### src/rtl/fpga_cfg_loader_pkg.sv
// Purpose: shared types and defaults for the framed configuration loader.
// Latency: n/a (declarations only).
// Backpressure: n/a.
package fpga_cfg_loader_pkg;

    typedef enum logic [2:0] {
        ST_IDLE  = 3'd0,
        ST_HUNT  = 3'd1,
        ST_LOAD  = 3'd2,
        ST_CHECK = 3'd3,
        ST_ERROR = 3'd4
    } cfg_state_e;

    localparam logic [7:0] DEF_SYNC_WORD = 8'hA5;
    localparam logic [7:0] DEF_CRC_POLY  = 8'h07;
    localparam int         HUNT_LIMIT    = 64;
    localparam int         HUNT_CNT_W    = $clog2(HUNT_LIMIT + 1);

    // One MSB-first CRC step: feedback is the outgoing MSB xor the incoming bit.
    function automatic logic [7:0] crc8_step(input logic [7:0] crc,
                                             input logic       din,
                                             input logic [7:0] poly);
        logic fb;
        fb = crc[7] ^ din;
        return {crc[6:0], 1'b0} ^ (fb ? poly : 8'h00);
    endfunction

endpackage

### src/rtl/fpga_cfg_loader_if.sv
// Purpose: the four-pin programming port plus the serial readback pin.
// Latency: n/a (wires only).
// Backpressure: none; the pin protocol is free-running and paced by prog_clk.
interface fpga_cfg_loader_if;
    logic prog_clk;
    logic prog_rst;
    logic prog_en;
    logic prog_din;
    logic prog_dout;

    modport master (output prog_clk, prog_rst, prog_en, prog_din, input  prog_dout);
    modport slave  (input  prog_clk, prog_rst, prog_en, prog_din, output prog_dout);
endinterface

### src/rtl/fpga_cfg_loader_crc8.sv
// Purpose: serial CRC-8, one bit per enabled clk, MSB first, init zero.
// Latency: crc_o reflects a bit one clk after it is presented with en_i.
// Backpressure: none; clr_i has priority over en_i.
module cfg_crc8
    import fpga_cfg_loader_pkg::*;
#(
    parameter logic [7:0] POLY = DEF_CRC_POLY
) (
    input  logic       clk,
    input  logic       rst_n,
    input  logic       en_i,
    input  logic       clr_i,
    input  logic       din_i,
    output logic [7:0] crc_o
);

    logic [7:0] crc_q;
    logic [7:0] crc_d;

    // Next CRC value: clear, step, or hold.
    always_comb begin
        crc_d = crc_q;
        if (clr_i) begin
            crc_d = 8'h00;
        end else if (en_i) begin
            crc_d = crc8_step(crc_q, din_i, POLY);
        end
    end

    // CRC register.
    always_ff @(posedge clk or negedge rst_n) begin
        if (!rst_n) begin
            crc_q <= 8'h00;
        end else begin
            crc_q <= crc_d;
        end
    end

    assign crc_o = crc_q;

endmodule

### src/rtl/fpga_cfg_loader.sv
// Purpose: framed, CRC-checked serial loader committing a shadow register to cfg_out atomically.
// Latency: pin edge to sample is 3 clk; commit lands on the clk edge that samples the 8th CRC bit.
// Backpressure: none; prog_clk phases must each last at least 3 clk or bits are lost.
module fpga_cfg_loader
    import fpga_cfg_loader_pkg::*;
#(
    parameter int         CFG_BITS  = 64,
    parameter logic [7:0] SYNC_WORD = DEF_SYNC_WORD,
    parameter logic [7:0] CRC_POLY  = DEF_CRC_POLY
) (
    input  logic                 clk,
    input  logic                 rst_n,
    fpga_cfg_loader_if.slave     prog,
    output logic [CFG_BITS-1:0]  cfg_out,
    output logic                 cfg_valid,
    output logic                 cfg_commit,
    output logic                 cfg_error,
    output logic                 busy
);

    localparam int CNT_W = $clog2(CFG_BITS + 1);
    localparam int PTR_W = $clog2(CFG_BITS);
    localparam logic [PTR_W-1:0] PTR_TOP = PTR_W'(CFG_BITS - 1);

    // Pin order in the synchroniser vector: {prog_clk, prog_rst, prog_en, prog_din}.
    logic [3:0] pin_s1_q, pin_s2_q;
    logic       pclk_prev_q, en_prev_q;
    logic       pclk_s, prst_s, en_s, din_s;
    logic       sample, en_rise, en_fall;

    cfg_state_e state_q, state_d;

    logic [CNT_W-1:0]      bit_cnt_q, bit_cnt_d;
    logic [HUNT_CNT_W-1:0] hunt_cnt_q, hunt_cnt_d;
    logic [7:0]            window_q, window_d;
    logic [7:0]            rx_crc_q, rx_crc_d;
    logic [CFG_BITS-1:0]   shadow_q, shadow_d;
    logic [CFG_BITS-1:0]   cfg_out_q, cfg_out_d;
    logic [PTR_W-1:0]      ptr_q, ptr_d;
    logic                  dout_q, dout_d;
    logic                  valid_q, valid_d;
    logic                  commit_q, commit_d;
    logic                  error_q, error_d;

    logic [7:0] window_nxt, rx_nxt, crc_calc;
    logic       sync_hit, hunt_last, load_last, chk_last, crc_ok;
    logic       hunt_clr, commit_go, err_set, crc_en;

    // Two-flop synchronisers on every pin plus edge-detect history.
    always_ff @(posedge clk or negedge rst_n) begin
        if (!rst_n) begin
            pin_s1_q    <= 4'b0000;
            pin_s2_q    <= 4'b0000;
            pclk_prev_q <= 1'b0;
            en_prev_q   <= 1'b0;
        end else begin
            pin_s1_q    <= {prog.prog_clk, prog.prog_rst, prog.prog_en, prog.prog_din};
            pin_s2_q    <= pin_s1_q;
            pclk_prev_q <= pin_s2_q[3];
            en_prev_q   <= pin_s2_q[1];
        end
    end

    assign pclk_s  = pin_s2_q[3];
    assign prst_s  = pin_s2_q[2];
    assign en_s    = pin_s2_q[1];
    assign din_s   = pin_s2_q[0];
    assign sample  = pclk_s & ~pclk_prev_q;
    assign en_rise = en_s & ~en_prev_q;
    assign en_fall = ~en_s & en_prev_q;

    assign window_nxt = {window_q[6:0], din_s};
    assign rx_nxt     = {rx_crc_q[6:0], din_s};
    assign sync_hit   = (window_nxt == SYNC_WORD);
    assign hunt_last  = (hunt_cnt_q == HUNT_CNT_W'(HUNT_LIMIT - 1));
    assign load_last  = (bit_cnt_q == CNT_W'(CFG_BITS - 1));
    assign chk_last   = (bit_cnt_q == CNT_W'(7));
    assign crc_ok     = (rx_nxt == crc_calc);

    // FSM state register.
    always_ff @(posedge clk or negedge rst_n) begin
        if (!rst_n) begin
            state_q <= ST_IDLE;
        end else begin
            state_q <= state_d;
        end
    end

    // FSM next state; an 8th CRC bit beats a simultaneous prog_en fall.
    always_comb begin
        state_d = state_q;
        if (prst_s) begin
            state_d = ST_IDLE;
        end else begin
            case (state_q)
                ST_IDLE:  if (en_rise) state_d = ST_HUNT;
                ST_HUNT: begin
                    if (en_fall)                      state_d = ST_IDLE;
                    else if (sample && sync_hit)      state_d = ST_LOAD;
                    else if (sample && hunt_last)     state_d = ST_ERROR;
                end
                ST_LOAD: begin
                    if (en_fall)                      state_d = ST_IDLE;
                    else if (sample && load_last)     state_d = ST_CHECK;
                end
                ST_CHECK: begin
                    if (sample && chk_last)           state_d = (crc_ok || en_fall) ? ST_IDLE : ST_ERROR;
                    else if (en_fall)                 state_d = ST_IDLE;
                end
                ST_ERROR: if (en_fall) state_d = ST_IDLE;
                default:  state_d = ST_IDLE;
            endcase
        end
    end

    // FSM outputs: busy flag and datapath strobes.
    always_comb begin
        busy      = (state_q != ST_IDLE);
        hunt_clr  = !prst_s && (state_q == ST_IDLE) && en_rise;
        commit_go = !prst_s && (state_q == ST_CHECK) && sample && chk_last && crc_ok;
        err_set   = !prst_s &&
                    (((state_q == ST_HUNT) && !en_fall && sample && !sync_hit && hunt_last) ||
                     ((state_q == ST_CHECK) && sample && chk_last && !crc_ok));
        crc_en    = !prst_s && (state_q == ST_LOAD) && !en_fall && sample;
    end

    cfg_crc8 #(.POLY(CRC_POLY)) u_crc (
        .clk   (clk),
        .rst_n (rst_n),
        .en_i  (crc_en),
        .clr_i (hunt_clr),
        .din_i (din_s),
        .crc_o (crc_calc)
    );

    // Datapath next state: hunt window, shadow shift, received CRC, readback pointer, flags.
    always_comb begin
        bit_cnt_d  = bit_cnt_q;
        hunt_cnt_d = hunt_cnt_q;
        window_d   = window_q;
        rx_crc_d   = rx_crc_q;
        shadow_d   = shadow_q;
        cfg_out_d  = cfg_out_q;
        ptr_d      = ptr_q;
        dout_d     = dout_q;
        valid_d    = valid_q;
        commit_d   = 1'b0;
        error_d    = error_q;

        if (hunt_clr) begin
            bit_cnt_d  = '0;
            hunt_cnt_d = '0;
            window_d   = 8'h00;
            rx_crc_d   = 8'h00;
        end else if (sample && !prst_s) begin
            case (state_q)
                ST_HUNT: begin
                    window_d   = window_nxt;
                    hunt_cnt_d = hunt_cnt_q + HUNT_CNT_W'(1);
                end
                ST_LOAD: begin
                    shadow_d  = {shadow_q[CFG_BITS-2:0], din_s};
                    dout_d    = shadow_q[CFG_BITS-1];
                    bit_cnt_d = load_last ? '0 : bit_cnt_q + CNT_W'(1);
                end
                ST_CHECK: begin
                    rx_crc_d  = rx_nxt;
                    dout_d    = shadow_q[CFG_BITS-1];
                    bit_cnt_d = bit_cnt_q + CNT_W'(1);
                end
                ST_IDLE: begin
                    if (!en_s) ptr_d = (ptr_q == '0) ? PTR_TOP : ptr_q - PTR_W'(1);
                end
                default: ;
            endcase
        end

        // Outside IDLE the pointer is parked so readback always restarts at the MSB.
        if (state_q != ST_IDLE) ptr_d = PTR_TOP;

        if (commit_go) begin
            cfg_out_d = shadow_q;
            valid_d   = 1'b1;
            commit_d  = 1'b1;
        end

        if (prst_s || commit_go) error_d = 1'b0;
        else if (err_set)        error_d = 1'b1;
    end

    // Datapath registers.
    always_ff @(posedge clk or negedge rst_n) begin
        if (!rst_n) begin
            bit_cnt_q  <= '0;
            hunt_cnt_q <= '0;
            window_q   <= 8'h00;
            rx_crc_q   <= 8'h00;
            shadow_q   <= '0;
            cfg_out_q  <= '0;
            ptr_q      <= PTR_TOP;
            dout_q     <= 1'b0;
            valid_q    <= 1'b0;
            commit_q   <= 1'b0;
            error_q    <= 1'b0;
        end else begin
            bit_cnt_q  <= bit_cnt_d;
            hunt_cnt_q <= hunt_cnt_d;
            window_q   <= window_d;
            rx_crc_q   <= rx_crc_d;
            shadow_q   <= shadow_d;
            cfg_out_q  <= cfg_out_d;
            ptr_q      <= ptr_d;
            dout_q     <= dout_d;
            valid_q    <= valid_d;
            commit_q   <= commit_d;
            error_q    <= error_d;
        end
    end

    // Serial out: shadow pass-through while loading, readback in idle, quiet otherwise.
    always_comb begin
        case (state_q)
            ST_IDLE:           prog.prog_dout = en_s ? 1'b0 : cfg_out_q[ptr_q];
            ST_LOAD, ST_CHECK: prog.prog_dout = dout_q;
            default:           prog.prog_dout = 1'b0;
        endcase
    end

    assign cfg_out    = cfg_out_q;
    assign cfg_valid  = valid_q;
    assign cfg_commit = commit_q;
    assign cfg_error  = error_q;

endmodule

### src/flat_wrapper.sv
// flat-port wrapper written by rule: the top's interface ports become plain ports
module fpga_cfg_loader_flat import fpga_cfg_loader_pkg::*;
#(
    parameter int         CFG_BITS  = 64,
    parameter logic [7:0] SYNC_WORD = DEF_SYNC_WORD,
    parameter logic [7:0] CRC_POLY  = DEF_CRC_POLY
)
  (clk, rst_n, cfg_out, cfg_valid, cfg_commit, cfg_error, busy, prog_prog_clk, prog_prog_rst, prog_prog_en, prog_prog_din, prog_prog_dout);
  fpga_cfg_loader_if prog_i ();
  input  logic clk;
  input  logic rst_n;
  output logic [CFG_BITS-1:0] cfg_out;
  output logic cfg_valid;
  output logic cfg_commit;
  output logic cfg_error;
  output logic busy;
  input wire logic [$bits(prog_i.prog_clk)-1:0] prog_prog_clk;
  input wire logic [$bits(prog_i.prog_rst)-1:0] prog_prog_rst;
  input wire logic [$bits(prog_i.prog_en)-1:0] prog_prog_en;
  input wire logic [$bits(prog_i.prog_din)-1:0] prog_prog_din;
  output wire logic [$bits(prog_i.prog_dout)-1:0] prog_prog_dout;
  assign prog_i.prog_clk = prog_prog_clk;
  assign prog_i.prog_rst = prog_prog_rst;
  assign prog_i.prog_en = prog_prog_en;
  assign prog_i.prog_din = prog_prog_din;
  assign prog_prog_dout = prog_i.prog_dout;
  fpga_cfg_loader #(.CFG_BITS(CFG_BITS), .SYNC_WORD(SYNC_WORD), .CRC_POLY(CRC_POLY)) u_core (.clk(clk), .rst_n(rst_n), .prog(prog_i), .cfg_out(cfg_out), .cfg_valid(cfg_valid), .cfg_commit(cfg_commit), .cfg_error(cfg_error), .busy(busy));
endmodule
### config.mk
export PLATFORM = sky130hd
export DESIGN_NAME = fpga_cfg_loader_flat
export DESIGN_NICKNAME = d
export VERILOG_FILES = /design/src/rtl/fpga_cfg_loader_pkg.sv /design/src/rtl/fpga_cfg_loader_if.sv /design/src/rtl/fpga_cfg_loader_crc8.sv /design/src/rtl/fpga_cfg_loader.sv /design/src/flat_wrapper.sv
export SDC_FILE = /design/constraint.sdc
export NUM_CORES = 1
export LEC_CHECK = 0
export ABC_CLOCK_PERIOD_IN_PS = 4500
export BUFFER_PORTS_ARGS = -buffer_cell sky130_fd_sc_hd__buf_4
export CORE_MARGIN = 2
export CORE_UTILIZATION = 56
export DETAILED_ROUTE_END_ITERATION = 6
export PLACE_DENSITY = 0.76
export SLEW_MARGIN = 10
export SYNTH_ARGS = -nofsm -noshare
export SYNTH_HDL_FRONTEND = slang
export SYNTH_SLANG_ARGS = --single-unit
export TNS_END_PERCENT = 50
### constraint.sdc
create_clock -name clk -period 4.5 [get_ports clk]
set_input_delay 0.45 -clock clk [delete_from_list [all_inputs] [get_ports clk]]
set_output_delay 0.45 -clock clk [all_outputs]
set_load 0.1 [all_outputs]
Word level (Yosys, flattened, before mapping)
Index checks and enable logic that the tools add are counted.
- bitwise operators: 9
- shift-type cells: 0
- add/subtract/negate cells: 3
- multipliers: 0
- reductions and logical operators: 48
- div/mod/pow operators: 0
- equal/unequal tests: 14
- multiplexer cells: 40
- order comparisons: 1
- operators by type and width (cell ; number):
    $mux W7 ; 12
    $mux W6 ; 6
    $mux W3 ; 11
    $logic_and A1 B1 Y1 ; 22
    $mux W8 ; 2
    $pmux W3 S5 ; 1
    $add A7 B1 Y7 const B ; 2
    $eq A7 B6 Y1 const B ; 2
    $pmux W7 S2 ; 1
    $reduce_bool A2 Y1 ; 7
    $reduce_and A3 Y1 ; 3
    $eq A8 B8 Y1 ; 1
    $eq A8 B8 Y1 const B ; 1
    $xor A8 B3 Y8 ; 1
    $eq A7 B3 Y1 const B ; 1
    $lt A6 B7 Y1 const B ; 1
    $bmux W1 S6 ; 1
    $eq A3 B2 Y1 const B ; 2
    $logic_not A6 Y1 ; 1
    $reduce_and A2 Y1 ; 3
    $reduce_bool A3 Y1 ; 2
    $sub A6 B1 Y6 const B ; 1
    $mux W1 ; 5
    $ne A5 B1 Y1 const B ; 1
    14 further kinds ; 25
- memory bits (writable): 0
- input bits: 6
- bits in registers: 187
- logic and storage cells: 132
- memories kept: 0
- bits in latches: 0
- bits in read-only memories: 0

Longest topological paths before layout
- word-level depth: 11
- depth in mapped cells: 7
- depth with buffers taken out: 6

By module
From an unflattened synthesis, not the netlist that was laid out.
- cell total of the unflattened synthesis: 603
- area, all modules: 8145.3 um^2
- modules (own cells, without submodules) (module ; seq. area each (um^2) ; area each (um^2) ; instances ; cells each):
    fpga_cfg_loader ; 4486.8 ; 7772.5 ; 1 ; 571
    cfg_crc8 ; 200.2 ; 372.9 ; 1 ; 32

Worst setup path before layout
OpenSTA, ideal clock, no wires.
- path type: reg2out
- from: reg u_core.cfg_out_q[55] (netlist: u_core.cfg_out[55])
- to: out prog_prog_dout
- stages on the path, launching flop included: 6
- buffers on the path: 0
- path slack: 0.780 ns
- arrival: 3.270 ns
- path through: dfrtp_1 > mux2i_1 > mux4_2 > nand3b_1 > nand4_1 > o2111ai_1
- word-level cells in the longest chain between the ends: 4
- ends and longest elaborated chain (item ; line ; source):
    start: declaration ; fpga_cfg_loader.sv:38 ; logic [CFG_BITS-1:0] cfg_out_q, cfg_out_d;
    start signal: assignment ; fpga_cfg_loader.sv:211 ; cfg_out_q <= cfg_out_d;
    $bmux W1 S6 ; fpga_cfg_loader.sv:223 ; ST_IDLE: prog.prog_dout = en_s ? 1'b0 : cfg_out_q[ptr_q];
    $mux W1 (not written as such) ; fpga_cfg_loader.sv:223 ;
    $mux W1 ; fpga_cfg_loader.sv:223 ;
    $pmux W1 S2 ; fpga_cfg_loader.sv:222 ; case (state_q)
    end: declaration ; flat_wrapper.sv:21 ; output wire logic [$bits(prog_i.prog_dout)-1:0] prog_prog_dout;
Every way passes these cells. The select of a mux whose other input is x is not followed.

Final worst setup path
- from: reg u_core.ptr_q[1]
- to: out prog_prog_dout
- word-level cells in the longest chain between the ends: 4
- ends and longest elaborated chain (item ; line ; source):
    start: declaration ; fpga_cfg_loader.sv:39 ; logic [PTR_W-1:0] ptr_q, ptr_d;
    start signal: assignment ; fpga_cfg_loader.sv:212 ; ptr_q <= ptr_d;
    $bmux W1 S6 ; fpga_cfg_loader.sv:223 ;
    $mux W1 (not written as such) ; fpga_cfg_loader.sv:223 ;
    $mux W1 ; fpga_cfg_loader.sv:223 ;
    $pmux W1 S2 ; fpga_cfg_loader.sv:222 ;
Every way passes these cells. The select of a mux whose other input is x is not followed.

==> key figures <==
Power
  • Leakage: 4.706 nW
  • Cell Pwr Density: 377.8 nW/µm²
  • Peak VDD IR: 0.2928 mV

Clock network
  • Number of H-tree levels: 4
  • Number of CTS-inserted buffers: 17
  • Clock tree from TritonCTS: yes
  • Clk slew on worst S/H paths: 0.07 ns
  • Root Buffer: clkbuf_16
  • # hold bufs at CTS: 0
  • Clock Latency Late Sink: 0.44 ns
  • Post-CTS Setup Repair Bufs: 0
  • CTS resizes: 0
  • Total clock sinks: 187
  • Max Buffers Root-to-Sink: 2

Logic synthesis
  • Synth Cell Area: 8263 µm²
  • Count of different cell masters after synthesis: 57
  • Synth cell count leaders: dfrtp_1, mux2_2, mux2_4
  • Post-Synthesis Cells: 591
  • Async SR Flop Fraction: 100.0%
  • Syn avg cell area: 13.98 µm²
  • Top cell type's share of synthesized area: 54.82%
  • Top-count cell post-synth: dfrtp_1
  • Most area-consuming cells after synthesis: dfrtp_1, mux2_2, mux2_4
  • EDFF count, synth: 0
  • Syn. warnings: 0
  • Post-synth net total: 601
  • Yosys top cell by area: dfrtp_1
  • Sequential area share after synthesis: 56.72%
  • FF+latch count, synth: 187
  • Top_reg_cell synth: dfrtp_1

Critical path
  • CP endpoint kind: primary output
  • Worst Setup SP: u_core.ptr_q[1]
  • Reg2Reg Launch Point: u_core.state_q[0]
  • Maximum fanout along the worst path: 21
  • WP data required: 4.05 ns
  • CP Class: register to primary output
  • Startpoint Class: register
  • Crit path arrival time: 2.82 ns

Floorplan
  • Core area: 14,480 µm²
  • Num ports: 75
  • Starting density of the core: 57.07%
  • Die Y: 125.5 µm
  • Die X: 125.5 µm
  • Cell row count: 44
  • Die area: 15,740 µm²

Placement
  • Post-Place Setup Slack: 1.690 ns
  • Post-DP HPWL: 10,490 µm
  • Placed cell count: 824
  • Final Wtd Congestion: 0.8365
  • Port-buffer cells: 74

GRT
  • Pin count of the biggest net entering global routing: 101
  • GRT Total Usage: 21.80%
  • First-pass GRT wire length: 27,120 µm
  • Grt total ovfl: 0
  • Vias in the first global route: 5,275
  • Initial antenna violation count: 0

Finish
  • Post-route core utilization: 65.78%
  • Layout net count: 669
  • Share of cells above drive strength 1: 39.58%
  • Non-filler instance count after layout: 856
  • Layout area overhead: 15.26%
  • # diodes: 0

Timing
  • Relative slew slack: 33.72%
  • Fin. max-slew vios: 0
  • Worst slew pin tran: 0.9906 ns
  • Setup Viol. Count Final: 0
  • Skew final: 0.01087 ns
  • Setup_tns: 0 ns
  • Endpoints failing hold: 0
  • RSZ-0062 raised after global routing: false
  • Worst hold margin: 0.09234 ns
  • Final period util: 72.64%
  • Final WS setup: 1.231 ns
  • Fmax: 0.3059 GHz
  • Clock period minus worst slack: 3.269 ns

Detailed routing
  • DRT Pass-1 Iters: 5
  • Vias: 4,939
  • Drt total wl: 16,080 µm
  • DRT iter0 DRCs: 323
  • Drt drc: 0
  • Vias per inst: 5.770
  • Final ANT Viol Nets: 0
  • Wire per inst: 18.79 µm

Outcome
  • Outcome: completed

Worst hold path
  • Min-Delay Path Class: input pin to asynchronous set/reset pin

Flow run
  • Max_cap viols: 0
-- through the flow --
step | total power [mW] | instance area, µm²
finish | 3.598 | 9524
global route | 3.747 | 9524
CTS | 3.633 | 9524
detailed placement | 2.080 | 8905
global placement | 2.069 | 8905
floorplan | 1.983 | 8263
-- cell usage in the layout (no fill, tap or decap), types with 3 or more instances in the layout --
cell type and instances:
nand2_1 37, and3_1 3, clkbuf_8 3, or3_1 3, a31oi_1 4, dfstp_2 6
mux2_2 82, clkbuf_16 17, buf_4 77, and2_1 3, xor2_1 14, nor3_1 6
nor2b_1 3, mux2i_1 18, xnor2_1 5, clkinv_4 3, nand4_1 5, o21ai_0 16
nand3_1 9, a21oi_1 11, a211oi_1 3, a22o_1 4, nor2_1 33, mux2_1 9
nand3b_1 5, ha_1 4, inv_1 6, or2_2 3, mux4_2 14, nor3_2 3
nor4_1 3, inv_8 3, dfrtp_1 181, mux2_4 40
-- cell type report --
class / count / area [µm²]
clock buffers: 20 / 466.7
clock inverters: 12 / 152.6
fillers: 1026 / 4955
inverters: 6 / 22.52
multi-input cells: 368 / 3356
flip-flops and latches: 187 / 4687
well taps: 184 / 230.2
repair buffers: 79 / 609.3
-- worst max-delay path: stages, from the launching register on --
cell,delay [ns]
dfstp_2,0.92
mux4_2,0.57
mux2_2,0.27
a211oi_1,0.23
o2111ai_1,0.13
buf_4,0.25
-- layer usage --
| layer | up-vias | GRT usage (%) | wire (µm) |
|---|---|---|---|
| met5 | - | 0 | 0 |
| met4 | 0 | 7.320 | 199 |
| met3 | 14 | 5.392 | 579 |
| met2 | 91 | 36.28 | 8299 |
| met1 | 2561 | 28.26 | 7003 |
| li1 | 2273 | - | - |
-- state kept, by name (all words and copies together), names as in the netlist --
signal,cells
u_core.cfg_out,64
u_core.pin_s2_q,4
u_core.u_crc.crc_o,8
u_core.ptr_q,6
u_core.cfg_error,1
u_core.shadow_q,64
u_core.en_prev_q,1
u_core.dout_q,1
u_core.rx_crc_q,7
u_core.bit_cnt_q,7
u_core.hunt_cnt_q,7
u_core.cfg_commit,1
u_core.state_q,3
u_core.window_q,7
u_core.pin_s1_q,4
u_core.pclk_prev_q,1
u_core.cfg_valid,1
-- worst paths after layout --
| path | slack (ns) | cells after the start | endpoint |
|---|---|---|---|
| hold / removal | 0.09 | 1 | u_core.hunt_cnt_q[1] |
| setup reg to reg | 1.79 | 6 | u_core.bit_cnt_q[5] |
| hold reg to reg | 0.36 | 0 | u_core.pin_s2_q[0] |
| max in group asynchronous | 3.26 | 2 | u_core.ptr_q[0] |
| setup / recovery | 1.23 | 5 | prog_prog_dout |
| min in group clk | 0.12 | 1 | u_core.pin_s1_q[3] |
-- logic make-up after synthesis --
kind of cell / Yosys count / synth area share (%)
AO/OA/AOI/OAI: 50 / 3.892
XOR/XNOR: 19 / 2.014
adder cells (fa/ha/maj): 4 / 0.6057
buffers and inverters: 36 / 2.817
flip-flops: 187 / 56.72
multiplexers: 163 / 25.67
AND/OR/NAND/NOR: 132 / 8.283
-- report_power, final --
part	internal (mW)	switching [mW]
Combinational	0.0910	0.154
Sequential	1.71	0.0880
Clock	0.880	0.671
Total	2.69	0.913
(Power assumes the default switching activity.)
